$ cat src/rtl/spi_bridge_pkg.sv
// spi_bridge_pkg: shared constants for the SPI slave receive bridge.
//   PACK_LENGTH_DEF : default word width in bits
//   FIFO_DEPTH_DEF  : default receive FIFO depth (power of two, >= 2)
//   SYNC_STAGES     : flops in each CDC synchroniser chain (the edge-detect
//                     history flop comes after these)
package spi_bridge_pkg;
  localparam int PACK_LENGTH_DEF = 8;
  localparam int FIFO_DEPTH_DEF  = 4;
  localparam int SYNC_STAGES     = 2;
endpackage

$ cat src/rtl/spi_bridge_fifo.sv
// spi_bridge_fifo: first-word fall-through FIFO for received SPI words.
// Ports:
//   clk, rst         : rising-edge clock, synchronous active-high reset
//   wr_en, wr_data   : write request; it is accepted when the FIFO is not full,
//                      or when it is full and a pop happens in the same cycle
//   rd_en            : pop request; it is ignored while the FIFO is empty
//   rd_data          : head word, driven combinationally
//   valid, full      : FIFO not empty / FIFO full
//   level            : number of entries held
// The storage array has no reset; only the pointers and the level are reset.
module spi_bridge_fifo #(
  parameter int WIDTH = 8,
  parameter int DEPTH = 4,
  parameter int PTR_W = $clog2(DEPTH)
) (
  input  logic             clk,
  input  logic             rst,
  input  logic             wr_en,
  input  logic [WIDTH-1:0] wr_data,
  input  logic             rd_en,
  output logic [WIDTH-1:0] rd_data,
  output logic             valid,
  output logic             full,
  output logic [PTR_W:0]   level
);
  logic [WIDTH-1:0] mem [DEPTH];
  logic [PTR_W-1:0] wr_ptr_q, wr_ptr_d, rd_ptr_q, rd_ptr_d;
  logic [PTR_W:0]   level_q, level_d;
  logic             push, pop;

  assign valid   = (level_q != '0);
  assign full    = (level_q == (PTR_W+1)'(DEPTH));
  assign level   = level_q;
  assign rd_data = mem[rd_ptr_q];

  // When the FIFO is full and a pop happens in the same cycle, the write
  // lands in the slot being freed. The popped word is still read out here
  // because rd_data is taken before the clock edge.
  assign pop  = rd_en & valid;
  assign push = wr_en & (~full | pop);

  always_comb begin
    wr_ptr_d = wr_ptr_q;
    rd_ptr_d = rd_ptr_q;
    level_d  = level_q;
    // Depth is a power of two, so natural pointer overflow gives the
    // wrap-around.
    if (push) wr_ptr_d = wr_ptr_q + PTR_W'(1);
    if (pop)  rd_ptr_d = rd_ptr_q + PTR_W'(1);
    level_d = level_q + (PTR_W+1)'(push) - (PTR_W+1)'(pop);
  end

  always_ff @(posedge clk) begin
    if (rst) begin
      wr_ptr_q <= '0;
      rd_ptr_q <= '0;
      level_q  <= '0;
    end else begin
      wr_ptr_q <= wr_ptr_d;
      rd_ptr_q <= rd_ptr_d;
      level_q  <= level_d;
    end
  end

  always_ff @(posedge clk) begin
    if (push) mem[wr_ptr_q] <= wr_data;
  end
endmodule

$ cat src/rtl/spi_slave_rx_bridge.sv
// spi_slave_rx_bridge: moves words from an SPI slave core into the CLK domain
// and buffers them in a FIFO.
// Ports:
//   CLK, IN_RESET            : clock, synchronous active-high reset
//   IN_SPI_CS                : asynchronous chip select, active-low
//   IN_SPI_DATA_READY        : asynchronous word-complete flag
//   IN_SPI_RECEIVE_DATA      : received word, stable while DATA_READY is high
//   OUT_DATA/OUT_VALID       : FIFO head (first-word fall-through) / not empty
//   IN_READY                 : consumer pops the head when OUT_VALID is high
//   OUT_FIFO_LEVEL           : number of entries held
//   OUT_FRAME_END            : one-cycle pulse when the synchronised CS goes 0->1
//   OUT_OVERFLOW             : sticky flag, set when a word is dropped
//   IN_CLEAR_OVERFLOW        : clears the overflow flag; a drop in the same
//                              cycle wins and leaves the flag set
// Optional macro SPI_BRIDGE_TX_PATH_EN adds a TX holding path:
//   IN_TX_DATA, IN_TX_LOAD, OUT_TX_BUSY, OUT_SPI_TRANSMIT_DATA
module spi_slave_rx_bridge
  import spi_bridge_pkg::*;
#(
  parameter int PACK_LENGTH      = PACK_LENGTH_DEF,
  parameter int FIFO_DEPTH       = FIFO_DEPTH_DEF,
  parameter int FIFO_DEPTH_LOG_2 = $clog2(FIFO_DEPTH)
) (
  input  logic                      CLK,
  input  logic                      IN_RESET,
  input  logic                      IN_SPI_CS,
  input  logic                      IN_SPI_DATA_READY,
  input  logic [PACK_LENGTH-1:0]    IN_SPI_RECEIVE_DATA,
  output logic [PACK_LENGTH-1:0]    OUT_DATA,
  output logic                      OUT_VALID,
  input  logic                      IN_READY,
  output logic [FIFO_DEPTH_LOG_2:0] OUT_FIFO_LEVEL,
  output logic                      OUT_FRAME_END,
  output logic                      OUT_OVERFLOW,
  input  logic                      IN_CLEAR_OVERFLOW
`ifdef SPI_BRIDGE_TX_PATH_EN
  ,
  input  logic [PACK_LENGTH-1:0]    IN_TX_DATA,
  input  logic                      IN_TX_LOAD,
  output logic                      OUT_TX_BUSY,
  output logic [PACK_LENGTH-1:0]    OUT_SPI_TRANSMIT_DATA
`endif
);
  logic [SYNC_STAGES-1:0] cs_sync_q, cs_sync_d, rdy_sync_q, rdy_sync_d;
  logic cs_hist_q, cs_hist_d, rdy_hist_q, rdy_hist_d;
  logic ovf_q, ovf_d;
  logic cs_s, rdy_s, wr_pulse, fifo_full, drop;

  assign cs_s     = cs_sync_q[SYNC_STAGES-1];
  assign rdy_s    = rdy_sync_q[SYNC_STAGES-1];
  assign wr_pulse = rdy_s & ~rdy_hist_q;
  // On reset the CS chain and its history flop are both forced to 1, so the
  // reset value can never look like a 0->1 edge.
  assign OUT_FRAME_END = cs_s & ~cs_hist_q;
  assign drop          = wr_pulse & fifo_full & ~(IN_READY & OUT_VALID);
  assign OUT_OVERFLOW  = ovf_q;

  spi_bridge_fifo #(
    .WIDTH(PACK_LENGTH), .DEPTH(FIFO_DEPTH), .PTR_W(FIFO_DEPTH_LOG_2)
  ) u_fifo (
    .clk(CLK), .rst(IN_RESET),
    .wr_en(wr_pulse), .wr_data(IN_SPI_RECEIVE_DATA),
    .rd_en(IN_READY), .rd_data(OUT_DATA),
    .valid(OUT_VALID), .full(fifo_full), .level(OUT_FIFO_LEVEL)
  );

  always_comb begin
    cs_sync_d  = {cs_sync_q[SYNC_STAGES-2:0], IN_SPI_CS};
    rdy_sync_d = {rdy_sync_q[SYNC_STAGES-2:0], IN_SPI_DATA_READY};
    cs_hist_d  = cs_s;
    rdy_hist_d = rdy_s;
    ovf_d      = (ovf_q & ~IN_CLEAR_OVERFLOW) | drop;
  end

`ifdef SPI_BRIDGE_TX_PATH_EN
  logic [PACK_LENGTH-1:0] tx_data_q, tx_data_d, tx_pend_q, tx_pend_d;
  logic                   tx_busy_q, tx_busy_d;

  assign OUT_TX_BUSY           = tx_busy_q;
  assign OUT_SPI_TRANSMIT_DATA = tx_data_q;

  // The transmit word must not change in the middle of a frame. A load while
  // CS is low goes to the pending register and is moved across at frame end.
  // If a direct load arrives in the frame-end cycle, it is the newer word and
  // takes priority.
  always_comb begin
    tx_data_d = tx_data_q;
    tx_pend_d = tx_pend_q;
    tx_busy_d = tx_busy_q;
    if (OUT_FRAME_END && tx_busy_q) begin
      tx_data_d = tx_pend_q;
      tx_busy_d = 1'b0;
    end
    if (IN_TX_LOAD) begin
      if (cs_s) tx_data_d = IN_TX_DATA;
      else begin
        tx_pend_d = IN_TX_DATA;
        tx_busy_d = 1'b1;
      end
    end
  end

  always_ff @(posedge CLK) begin
    if (IN_RESET) begin
      tx_data_q <= '0;
      tx_pend_q <= '0;
      tx_busy_q <= 1'b0;
    end else begin
      tx_data_q <= tx_data_d;
      tx_pend_q <= tx_pend_d;
      tx_busy_q <= tx_busy_d;
    end
  end
`endif

  always_ff @(posedge CLK) begin
    if (IN_RESET) begin
      cs_sync_q  <= '1;
      cs_hist_q  <= 1'b1;
      rdy_sync_q <= '0;
      rdy_hist_q <= 1'b0;
      ovf_q      <= 1'b0;
    end else begin
      cs_sync_q  <= cs_sync_d;
      cs_hist_q  <= cs_hist_d;
      rdy_sync_q <= rdy_sync_d;
      rdy_hist_q <= rdy_hist_d;
      ovf_q      <= ovf_d;
    end
  end
endmodule

$ cat config.mk
export PLATFORM = sky130hd
export DESIGN_NAME = spi_slave_rx_bridge
export DESIGN_NICKNAME = d
export VERILOG_FILES = /design/src/rtl/spi_bridge_pkg.sv /design/src/rtl/spi_bridge_fifo.sv /design/src/rtl/spi_slave_rx_bridge.sv
export SDC_FILE = /design/constraint.sdc
export NUM_CORES = 1
export LEC_CHECK = 0
export CAP_MARGIN = 20
export CORE_MARGIN = 5
export CORE_UTILIZATION = 52
export DETAILED_ROUTE_END_ITERATION = 7
export PLACE_DENSITY = 0.84
export SYNTH_ARGS = -nofsm -noshare
export SYNTH_HDL_FRONTEND = slang
export SYNTH_SLANG_ARGS = --single-unit
export TNS_END_PERCENT = 10
$ cat constraint.sdc
create_clock -name CLK -period 2.9 [get_ports CLK]
set_input_delay 0.87 -clock CLK [delete_from_list [all_inputs] [get_ports CLK]]
set_output_delay 0.87 -clock CLK [all_outputs]
set_load 0.03 [all_outputs]
==> flow_summary.yaml, run 1 <==
global_route:
  grt_pass1_vias: 964
  globalRouteOverflowTotal: 0
  antenna_found_initial: 0
  grt_pass1_wl_mm: 4.92
  grt_use_total: 0.136
  grt_start_max_net_pins: 19
cts:
  postCtsSetupRepairBufs: 0
  cts.clk_slew.worst_paths_ns: 0.14
  cts_buffers: 5
  root_buffer: "clkbuf_4"
  clock-sinks: 48
  htree_levels: 2
  clock_latency_ns: 0.36
  clk_path_buf_depth: 2
  tritoncts: "yes"
logic_synthesis:
  synthFlopType: "edfxtp_1"
  postSynthAreaPerCell_sq_um: 17.2
  syn_inst: 108
  ys_warn_count: 0
  async_reset_ff_frac: 0
  synth-edff-count: 32
  synth_nets: 128
  ys_types: 26
  seq_area_frac_synth: 0.691
  synthesis.area_sq_um: 1850
  ys_seq_elements: 48
sta:
  min_period_ns: 2.75
  drv_slew: 0
  setup_violations: 0
  slew_headroom: 0.623
  final_hold_viol_count: 0
  min_period_over_period: 0.950
  finClkSkew_ns: 0.0133
  timing.hold.ws_ns: 0.444
  fmax_mhz: 363
  rsz0062_at_grt: "no"
  tightest_slew_ns: 0.564
setup_path:
  cp-start-kind: "flip-flop"
  required_ns: 2.03
  cpMaxStageDelayCell: "clkdlybuf4s50_1"
  arrival_ns: 1.88
  rrSetupSlack_ns: 0.85
  crit_type: "flip-flop to primary output"
  crit_chain: "or3_2 > clkdlybuf4s50_1"
  cp_max_fo: 7
  cpPeakStageDelay_ns: 0.60
  endpoint_kind: "primary output"
cells_and_area:
  fill_cells: 235
  fin_area_sq_um: 2270
  fin_nets: 160
  seq_area_sq_um: 1280
  multi_input_area_sq_um: 546
  drive_above_1_share: 0.199
  diodes: 0
  syn2layout_area_growth_pct: 22.5
floorplanning:
  io_pins: 28
  dieArea_sq_um: 4860
  fp.dieW_um: 69.7
  dieHeight_um: 69.7
  core_sq_um: 3390
  rows: 21
  initial_utilization: 0.547
drt:
  drt_pre_antenna_iters: 4
  wl_per_cell_um: 15.5
  drt_iter0_markers: 35
  vias: 953
  avgViaCountPerCell: 5.10
  drc: 0
  wl_mm: 2.89
  drtAntennaViolNets: 0
placed_design:
  gp_congestion: 0.724
  place_hpwl_mm: 2.07
  place_area_sq_um: 2180
  port-buffer-count: 27
power_and_ir_drop:
  p_total_w: 0.00179
  powerDensity_nw_per_um2: 789
  leakagePower_nw: 0.796
  ir_drop_mv: 0.385
hold_path:
  hp-class: "flip-flop to flip-flop"
outcome:
  outcome: "completed"
run:
  cap_violations: 0
==> area by class of cell <==
type / instances / area share
Clock buffer: 6 / 0.0275
Clock inverter: 2 / 0.0171
Inverter: 3 / 0.00496
Multi-Input combinational cell: 53 / 0.240
Sequential cell: 48 / 0.564
Tap cell: 46 / 0.0253
Timing Repair Buffer: 29 / 0.121
==> worst max-delay path: cells and delay by family, from the launching register on <==
kind / cells / cell delay, ns
flops: 1 / 0.44
simple gates: 1 / 0.48
buf+inv: 1 / 0.60
==> state kept, by name, summed over array words and instances, names as in the netlist, named ones only <==
register and cells:
u_fifo.mem 32, u_fifo.rd_ptr_q 2, OUT_OVERFLOW 1, rdy_hist_q 1
u_fifo.wr_ptr_q 2, u_fifo.level 3, cs_sync_q 2, cs_hist_q 1
rdy_sync_q 2
==> cells in the final DEF (no fill, tap or decap), types with 2 or more instances in the layout <==
cell type,n
edfxtp_1,32
clkdlybuf4s50_1,19
dfxtp_1,16
nor2_1,9
mux4_2,8
dlygate4sd2_1,8
nor2b_1,5
ha_1,5
clkbuf_4,5
inv_1,3
and2_2,3
xor2_1,3
or2_2,3
nand2b_1,3
mux2i_1,2
and2_1,2
buf_4,2
==> cells in the mapped netlist (2+ instances only) <==
library cell / number / share of area
nor2b_1: 5 / 0.017
and2_1: 2 / 0.0067
or2_2: 3 / 0.010
clkbuf_1: 2 / 0.0041
edfxtp_1: 32 / 0.52
nand2b_1: 3 / 0.010
and2_2: 3 / 0.012
xor2_1: 3 / 0.014
mux4_2: 8 / 0.097
nor2_1: 9 / 0.018
inv_1: 3 / 0.0061
ha_1: 5 / 0.034
dfxtp_1: 16 / 0.17
mux2i_1: 2 / 0.011
==> worst paths after layout <==
path | start | end | cells after the start
min reg2reg | cs_sync_q[0] | cs_sync_q[1] | 1
max reg2reg | u_fifo.level[1] | u_fifo.level[2] | 8
min | cs_sync_q[0] | cs_sync_q[1] | 1
max | u_fifo.level[1] | OUT_VALID | 2
==> cell families (layout without fill, tap and decap cells) <==
| group | after synthesis | after routing | synth area share |
|---|---|---|---|
| multiplexers | 11 | 11 | 0.116 |
| flip-flops | 48 | 48 | 0.691 |
| XOR/XNOR | 3 | 3 | 0.0142 |
| adder cells (fa/ha/maj) | 6 | 6 | 0.0445 |
| AND/OR/NAND/NOR | 30 | 30 | 0.108 |
| buffers and inverters | 7 | 40 | 0.0148 |
| AO/OA/AOI/OAI | 3 | 3 | 0.0115 |
==> timing repair <==
action	4_1_cts	5_1_grt
endpoints found under the setup margin	8	0
resized for setup	8	0
hold buffers	0	0
==> power breakdown <==
part,switching [W],internal (W)
clock network,0.000211,0.000237
logic,0.000272,0.000240
registers,0.0000578,0.000775
==> metal layers <==
layer / vias up / track usage / share of wire
met3: 4 / 0.0580 / 0.053
met1: 466 / 0.160 / 0.41
met4: 0 / 0.0638 / 0.017
met5: - / 0 / 0
li1: 460 / - / -
met2: 23 / 0.215 / 0.52
==> stage by stage <==
stage                      util  cells  worst slack (ns)  setup TNS [ns]
after floorplan               -    108             0.608               0
after global placement    0.643    179             0.116               0
after detailed placement  0.643    179           -0.0364         -0.0364
after CTS                 0.670    187             0.132               0
after global routing      0.670    187            0.0460               0
final                     0.670    187             0.146               0
Note: power is estimated with default switching activity, not from simulation.
==> run 2: changes to the inputs <==
Settings changed: GPL_ROUTABILITY_DRIVEN set to 0.
==> results of run 2 <==
Final layout, timing and power as in run 1 (identical DEF).
